===== src/rtl/proc_seq_ctrl.sv =====
// Programmable microsequencer for the two-register accumulator datapath: a host-loadable
// 16-entry control store stepped one microinstruction per cycle after a start handshake.
module proc_seq_ctrl #(
    parameter int unsigned PC_W   = 4,
    parameter int unsigned IMM_W  = 4,
    localparam int unsigned INSN_W = 6 + PC_W + IMM_W,
    localparam int unsigned DEPTH  = 1 << PC_W
) (
    input  logic              clk,
    input  logic              reset,
    input  logic              prog_wen,
    input  logic [PC_W-1:0]   prog_addr,
    input  logic [INSN_W-1:0] prog_data,
    input  logic              start_val,
    output logic              start_rdy,
    input  logic [PC_W-1:0]   start_count,
    output logic              busy,
    output logic              done,
    output logic              regA_en,
    output logic              regA_sel,
    output logic              regB_en,
    output logic              regB_sel,
    output logic [IMM_W-1:0]  imm,
    output logic [PC_W-1:0]   pc
);

    typedef enum logic {
        StIdle,
        StRun
    } state_e;

    typedef enum logic [1:0] {
        OpNext = 2'b00,
        OpHalt = 2'b01,
        OpLoop = 2'b10,
        OpJump = 2'b11
    } op_e;

    state_e            state_q, state_d;
    logic [PC_W-1:0]   pc_q, pc_d;
    logic [PC_W-1:0]   loop_cnt_q, loop_cnt_d;
    logic              done_q, done_d;
    logic              store_we;
    logic [INSN_W-1:0] store_q [DEPTH];

    logic [INSN_W-1:0] cs;
    op_e               cs_op;
    logic [PC_W-1:0]   cs_target;
    logic [PC_W-1:0]   pc_inc;

    assign cs        = store_q[pc_q];
    assign cs_op     = op_e'(cs[INSN_W-1 -: 2]);
    assign cs_target = cs[INSN_W-3 -: PC_W];
    assign pc_inc    = pc_q + PC_W'(1);

    always_comb begin
        state_d    = state_q;
        pc_d       = pc_q;
        loop_cnt_d = loop_cnt_q;
        done_d     = 1'b0;
        store_we   = 1'b0;
        start_rdy  = 1'b0;
        busy       = 1'b0;
        regA_en    = 1'b0;
        regA_sel   = 1'b0;
        regB_en    = 1'b0;
        regB_sel   = 1'b0;
        imm        = '0;

        unique case (state_q)
            StIdle: begin
                start_rdy = 1'b1;
                store_we  = prog_wen;
                if (start_val) begin
                    state_d    = StRun;
                    pc_d       = '0;
                    loop_cnt_d = start_count;
                end
            end
            StRun: begin
                busy     = 1'b1;
                regA_en  = cs[IMM_W+3];
                regA_sel = cs[IMM_W+2];
                regB_en  = cs[IMM_W+1];
                regB_sel = cs[IMM_W];
                imm      = cs[IMM_W-1:0];
                unique case (cs_op)
                    OpNext: pc_d = pc_inc;
                    OpJump: pc_d = cs_target;
                    OpLoop: begin
                        // An exhausted counter falls through instead of underflowing.
                        if (loop_cnt_q != '0) begin
                            loop_cnt_d = loop_cnt_q - PC_W'(1);
                            pc_d       = cs_target;
                        end else begin
                            pc_d = pc_inc;
                        end
                    end
                    OpHalt: begin
                        state_d = StIdle;
                        pc_d    = '0;
                        done_d  = 1'b1;
                    end
                    default: pc_d = pc_inc;
                endcase
            end
            default: state_d = StIdle;
        endcase
    end

    always_ff @(posedge clk or posedge reset) begin
        if (reset) begin
            state_q    <= StIdle;
            pc_q       <= '0;
            loop_cnt_q <= '0;
            done_q     <= 1'b0;
        end else begin
            state_q    <= state_d;
            pc_q       <= pc_d;
            loop_cnt_q <= loop_cnt_d;
            done_q     <= done_d;
        end
    end

    // Writes land at the edge, so a write in the start cycle is seen by the first fetch.
    always_ff @(posedge clk or posedge reset) begin
        if (reset) begin
            store_q <= '{default: '0};
        end else if (store_we) begin
            store_q[prog_addr] <= prog_data;
        end
    end

    assign done = done_q;
    assign pc   = pc_q;

endmodule


===== config.mk =====
export PLATFORM = sky130hd
export DESIGN_NAME = proc_seq_ctrl
export DESIGN_NICKNAME = d
export VERILOG_FILES = /design/src/rtl/proc_seq_ctrl.sv
export SDC_FILE = /design/constraint.sdc
export NUM_CORES = 1
export LEC_CHECK = 0
export BUFFER_PORTS_ARGS = -buffer_cell sky130_fd_sc_hd__buf_2
export CORE_AREA = 5 5 139 141
export CTS_CLUSTER_DIAMETER = 30
export DETAILED_ROUTE_END_ITERATION = 12
export DIE_AREA = 0 0 144 146
export GPL_TIMING_DRIVEN = 0
export PLACE_DENSITY = 0.83
export SLEW_MARGIN = 20
export SYNTH_ARGS = -nofsm -noshare
export SYNTH_HDL_FRONTEND = slang
export SYNTH_SLANG_ARGS = --single-unit

===== constraint.sdc =====
create_clock -name clk -period 9.65 [get_ports clk]
set_clock_uncertainty 0.05 [all_clocks]
set_input_delay 1.93 -clock clk [delete_from_list [all_inputs] [get_ports clk]]
set_output_delay 1.93 -clock clk [all_outputs]
set_load 0.005 [all_outputs]

# Word-level counts from Yosys, hierarchy flattened
# Index checks and enable logic that the tools add are counted.
[op_classes] muxes=27 addsub=2 n_lt_le_gt_ge=3 bitwise_logic=3 reduce_logical=4 n_eq_ne=6
[ops] operator="$bwmux 224" count=1
[ops] operator="$bmux 14 s4" count=1
[ops] operator="$demux 14 s4" count=1
[ops] operator="$mux 14" count=3
[ops] operator="$mux 4" count=6
[ops] operator="$pmux 4 s2" count=2
[ops] operator="$pmux 4 s4" count=1
[ops] operator="$mux 1" count=11
[ops] operator="$ge 5x5->1 const B" count=2
[ops] operator="$not 4->5" count=2
[ops] operator="$lt 5x1->1 const B" count=1
[ops] operator="$add 4x1->4 const B" count=1
[ops] operator="$eq 2x2->1 const B" count=2
[ops] operator="$ne 2x1->1 const B" count=2
[ops] operator="$reduce_bool 4->1" count=1
[ops] operator="$sub 4x1->4 const B" count=1
[ops] operator="$reduce_and 3->1" count=1
[ops] operator="$eq 2x1->1 const B" count=1
[ops] operator="$logic_not 2->1" count=1
[ops] operator="$ne 2x2->1 const B" count=1
[ops] operator="$pmux 1 s2" count=1
[ops] operator="$logic_and 1x1->1" count=1
[ops] operator="$not 1->1" count=1
[totals] inputBits=26 wordCells=65 output_inout_bits=15 reg_bits=234

# Longest topological paths before layout
[logic_depth] depth_word=7 mapped_depth=9 ltp_nobuf=8

# Least setup slack after synthesis
# Ideal clock, no wire load.
[synth_timing] kind="register to output" startpoint="register pc_q[0], in the netlist pc[0]" endpoint="output imm[0]" required_ps=7670 arrival_time_ps=2141 n_path_buf=1 path_stages_with_launch=5 path_slack_ps=5529 path_cell_list="dfrtp_1 -> buf_1 -> mux4_2 -> mux4_2 -> and2_1"
[synth_via] elab_chain_cells=5
[synth_lines] item="start: declaration" line_no="40" text="logic [PC_W-1:0] pc_q, pc_d;"
[synth_lines] item="start signal: assignment" line_no="119" text="pc_q <= pc_d;"
[synth_lines] item="$not 4->5 (not written as such)" line_no="51" text="assign cs = store_q[pc_q];"
[synth_lines] item="$bmux 14 s4" line_no="51"
[synth_lines] item="$mux 14 (not written as such) (2 in a row)" line_no="51"
[synth_lines] item="$mux 4" line_no="70" text="unique case (state_q)"
[synth_lines] item="end: declaration" line_no="23" text="output logic [IMM_W-1:0] imm,"
# No other way between the ends. The select of a mux whose other input is x is not followed.

# Worst setup path after layout
[layout_timing] startpoint="register pc_q[1], in the netlist pc[1]" endpoint="output regB_sel"
[layout_via] elab_chain_cells=5
[layout_lines] item="$not 4->5 (not written as such)" line_no="51"
[layout_lines] item="$bmux 14 s4" line_no="51"
[layout_lines] item="$mux 14 (not written as such) (2 in a row)" line_no="51"
[layout_lines] item="$mux 1" line_no="70"
[layout_lines] item="end: declaration" line_no="22" text="output logic regB_sel,"
# No other way between the ends. The select of a mux whose other input is x is not followed.

==> impl_results.md <==
* Share of cells above drive strength 1 at 51.72%
* Dpl hpwl at roughly 17 mm
* Clock-pin slew on the worst setup and hold paths at ~0.05 ns
* # rows at 49
* Syn. warnings at 0
* Relative slew margins at 24.28%
* Share of the yosys chip area belonging to registers at 54.05%
* Hold-fix buffers, CTS at 0
* Internal power at roughly 3000 µW
* Area delta synth->final at 18.52%
* Number of routed nets with antenna violations at 0
* Detailed Routing Iterations Pass 1 at 8
* First-pass GRT wire length at approximately 44 mm
* Initial antenna violation count at 0
* Unique cell type count in the Yosys netlist at between 40 and 50
* Vias in the first global route at ~7.6k
* Ys async rst share at 100.0%
* Comb power frac at between 20% and 30%
* DP Worst Slack at around 4.6 ns
* Worst r2r path cells at 6
* Worst path arrival time at around 3.7 ns
* Worst Hold End: store_q[20]$_DFFE_PP0P_
* FF-to-FF setup slack at roughly 6.4 ns
* F_max at 0.1771 GHz
* Worst slew pin tran at between 1 and 1.5 ns
* Setup repair bufs after CTS at 0
* Top cell type's share of synthesized area at a little over half
* Die height at approximately 150 µm
* Final hold viol count at 0
* Crit-path max FO at 10
* Pwr dens at about 320 mW/mm²
* Max-Cap Viols at 0
* TritonCTS clock tree: yes
* Status: complete, no violations
* # H-tree levels at 2
* Total die area at 0.02102 mm²
* RSZ-0062 raised after global routing: false
* DRC Markers at 0
* Critical path's largest stage delay at roughly 0.76 ns
* Syn_nets at between 700 and 800
* Total number of vias at around 7k
* P_sw at 1205 µW
* Vias per inst at about 6.5
* Top FF cell, synth: dfrtp_1
* R2R Path Start: pc[1]$_DFFE_PP0P_
* Post-Syn Area per Cell at about 15 µm²
* Register share of total power at between 30% and 40%
* Mapped Cells at 700
* Worst hold path type: reg -> reg
* Ant. Diodes at 0
* Slowest CP cell: buf_1
* Worst hold path depth at 1
* Synth top area cells: dfrtp_1 (54%), mux2_2 (24%), mux4_2 (12%)
* Post-CTS resize count at 0
* VDD IR-drop max at between 0.00015 and 0.0002 V
* Total Wirelength at 28.24 mm
* # port buffers at 40
* Sink Count at roughly 230
* Initial core utilization at 60.72%
* Setup violators final at 0
* CP required at roughly 7.7 ns
* Final Max Slew Viols at 0
* Min setup slack post-route at about 4 ns
* # IOs at 41
* Setup crit end kind: primary output
* Commonest cells in the netlist: dfrtp_1 (234), mux2_2 (232), mux4_2 (59)
* Switch share at ~29%
* Die X at 144 µm
* Root buffer cell: clkbuf_16
* Worst Setup Start Kind: flip-flop
* Post-synth EDFFs at 0
* Initial DRC Count at slightly below 600
* Register bit total from synthesis at about 230
* Hold Path Origin: store_q[20]$_DFFE_PP0P_
* GRT overflow at 0
* Clock network fraction of total power at 36.1%
* CP Class: reg -> out
* Core ar. at ~0.018 mm²
* Period minus WS final at between 5 and 6 ns
* Synthesized area at around 0.011 mm²
* DR WL/cell at 27.02 µm
* CP Cell Sequence: buf_1, clkbuf_1, mux4_2, mux4_2, and2_1, buf_2
* Skew-Pair Late Insertion Delay at 0.52 ns
* Final net count at between 800 and 900
* Setup TNS at 0 ns
* Cell leakage power at roughly 0.006 µW
* Largest net degree at the start of global routing at 120
* GR Util All Layers at approximately 28%
* Period utilisation layout at between 50% and 60%
* RR Endpoint: pc[0]$_DFFE_PP0P_
* Most frequent cell after synthesis: dfrtp_1
* CP most frequent cell: mux4_2
* TritonCTS buffer count at 41
* Clock Path Buffers at 3
* Most area-hungry cell type in the Yosys netlist: dfrtp_1
* GPL Wtd Cong at roughly 0.88
-- worst max path at each step --
stage / slack, ns / cells past startpoint / to / startpoint
6_report: 4.00 / 6 / regB_sel / pc[1]$_DFFE_PP0P_
5_1_grt: 3.93 / 6 / imm[1] / pc[1]$_DFFE_PP0P_
3_3_place_gp: -0.51 / 2 / store_q[70]$_DFFE_PP0P_ / reset
2_1_floorplan: 1.25 / 1 / done$_DFF_PP0_ / reset
4_1_cts: 4.01 / 6 / regB_sel / pc[1]$_DFFE_PP0P_
3_5_place_dp: 4.57 / 6 / regB_sel / pc[1]$_DFFE_PP0P_
-- flip-flops by register name, summed over array words and instances (netlist names) --
signal and count:
state_q 1, done 1, pc 4, store_q 224, loop_cnt_q 4
-- cell usage in the layout, fill, tap and decap left out, drive strengths merged, types with 2 or more instances in the layout --
cell,n
dfrtp,234
mux4,59
a22oi,2
a221o,3
nor3,3
and2,10
a211oi,3
inv,11
nand4,2
ha,2
or2,2
nand2b,2
o211ai,3
mux2i,15
nand3,5
o2bb2ai,2
o22ai,4
a21oi,5
nor3b,3
clkbuf,83
bufinv,6
o21ai,2
nor2b,7
o211a,2
clkinv,10
nor2,11
clkinvlp,3
nand2,18
buf,64
mux2,232
-- through the flow --
step                      hold WS [ns]  cells  total power, µW  area [µm²]  utilization [%]
after global routing            0.4604   1045             4334       12840            71.96
final                           0.4486   1045             4165       12840            71.96
after global placement          0.4313    969             2544       11320            63.45
after detailed placement        0.4419    971             2634       11380            63.81
after floorplan                 0.4237    700             2303       10830                -
after CTS                       0.4522   1045             4164       12830            71.93
-- cells by family (layout without fill, tap and decap cells) --
family | Yosys count | after routing | synth area share (%)
muxes | 306 | 306 | 37.77
AOI/OAI and AO/OA | 31 | 31 | 2.379
xor gates and xnor gates | 1 | 1 | 0.08086
and+or+nand+nor | 65 | 65 | 3.072
buffers and inverters | 61 | 177 | 2.414
DFF | 234 | 234 | 54.05
adders and majority gates | 2 | 2 | 0.2310
-- final cells by class --
class	count	area, µm²
sequential	234	5856
fill	1076	5002
multi-input combinational	405	4721
clock buffer	52	1160
clock inverter	22	290.3
tap	229	286.5
timing repair buffer	42	255.2
buffer	53	232.7
inverter	8	37.54
-- metal layers --
metal / global-route usage, % / vias up / part of all wire, %
met2: 44.06 / 311 / 49
met1: 35.95 / 3623 / 38
met3: 6.770 / 89 / 7.9
li1: - / 2788 / -
met5: 0 / - / 0
met4: 12.81 / 0 / 4.6
-- critical path: cells and delay by family, from the launching register on --
kind,cells,cell delay [ns]
multiplexers,2,0.89
AND/OR/NAND/NOR,1,0.19
buffers and inverters,3,1.61
flip-flops,1,0.47
-- power groups by stage --
stage	combinational (µW)	clock, µW	sequential [µW]
3_3_place_gp	1070	0	1470
6_report	1150	1500	1520
4_1_cts	1140	1510	1510
3_5_place_dp	1130	0	1510
5_1_grt	1230	1560	1540
2_1_floorplan	861	0	1440
No activity file was read; power rests on OpenSTA's default activity.
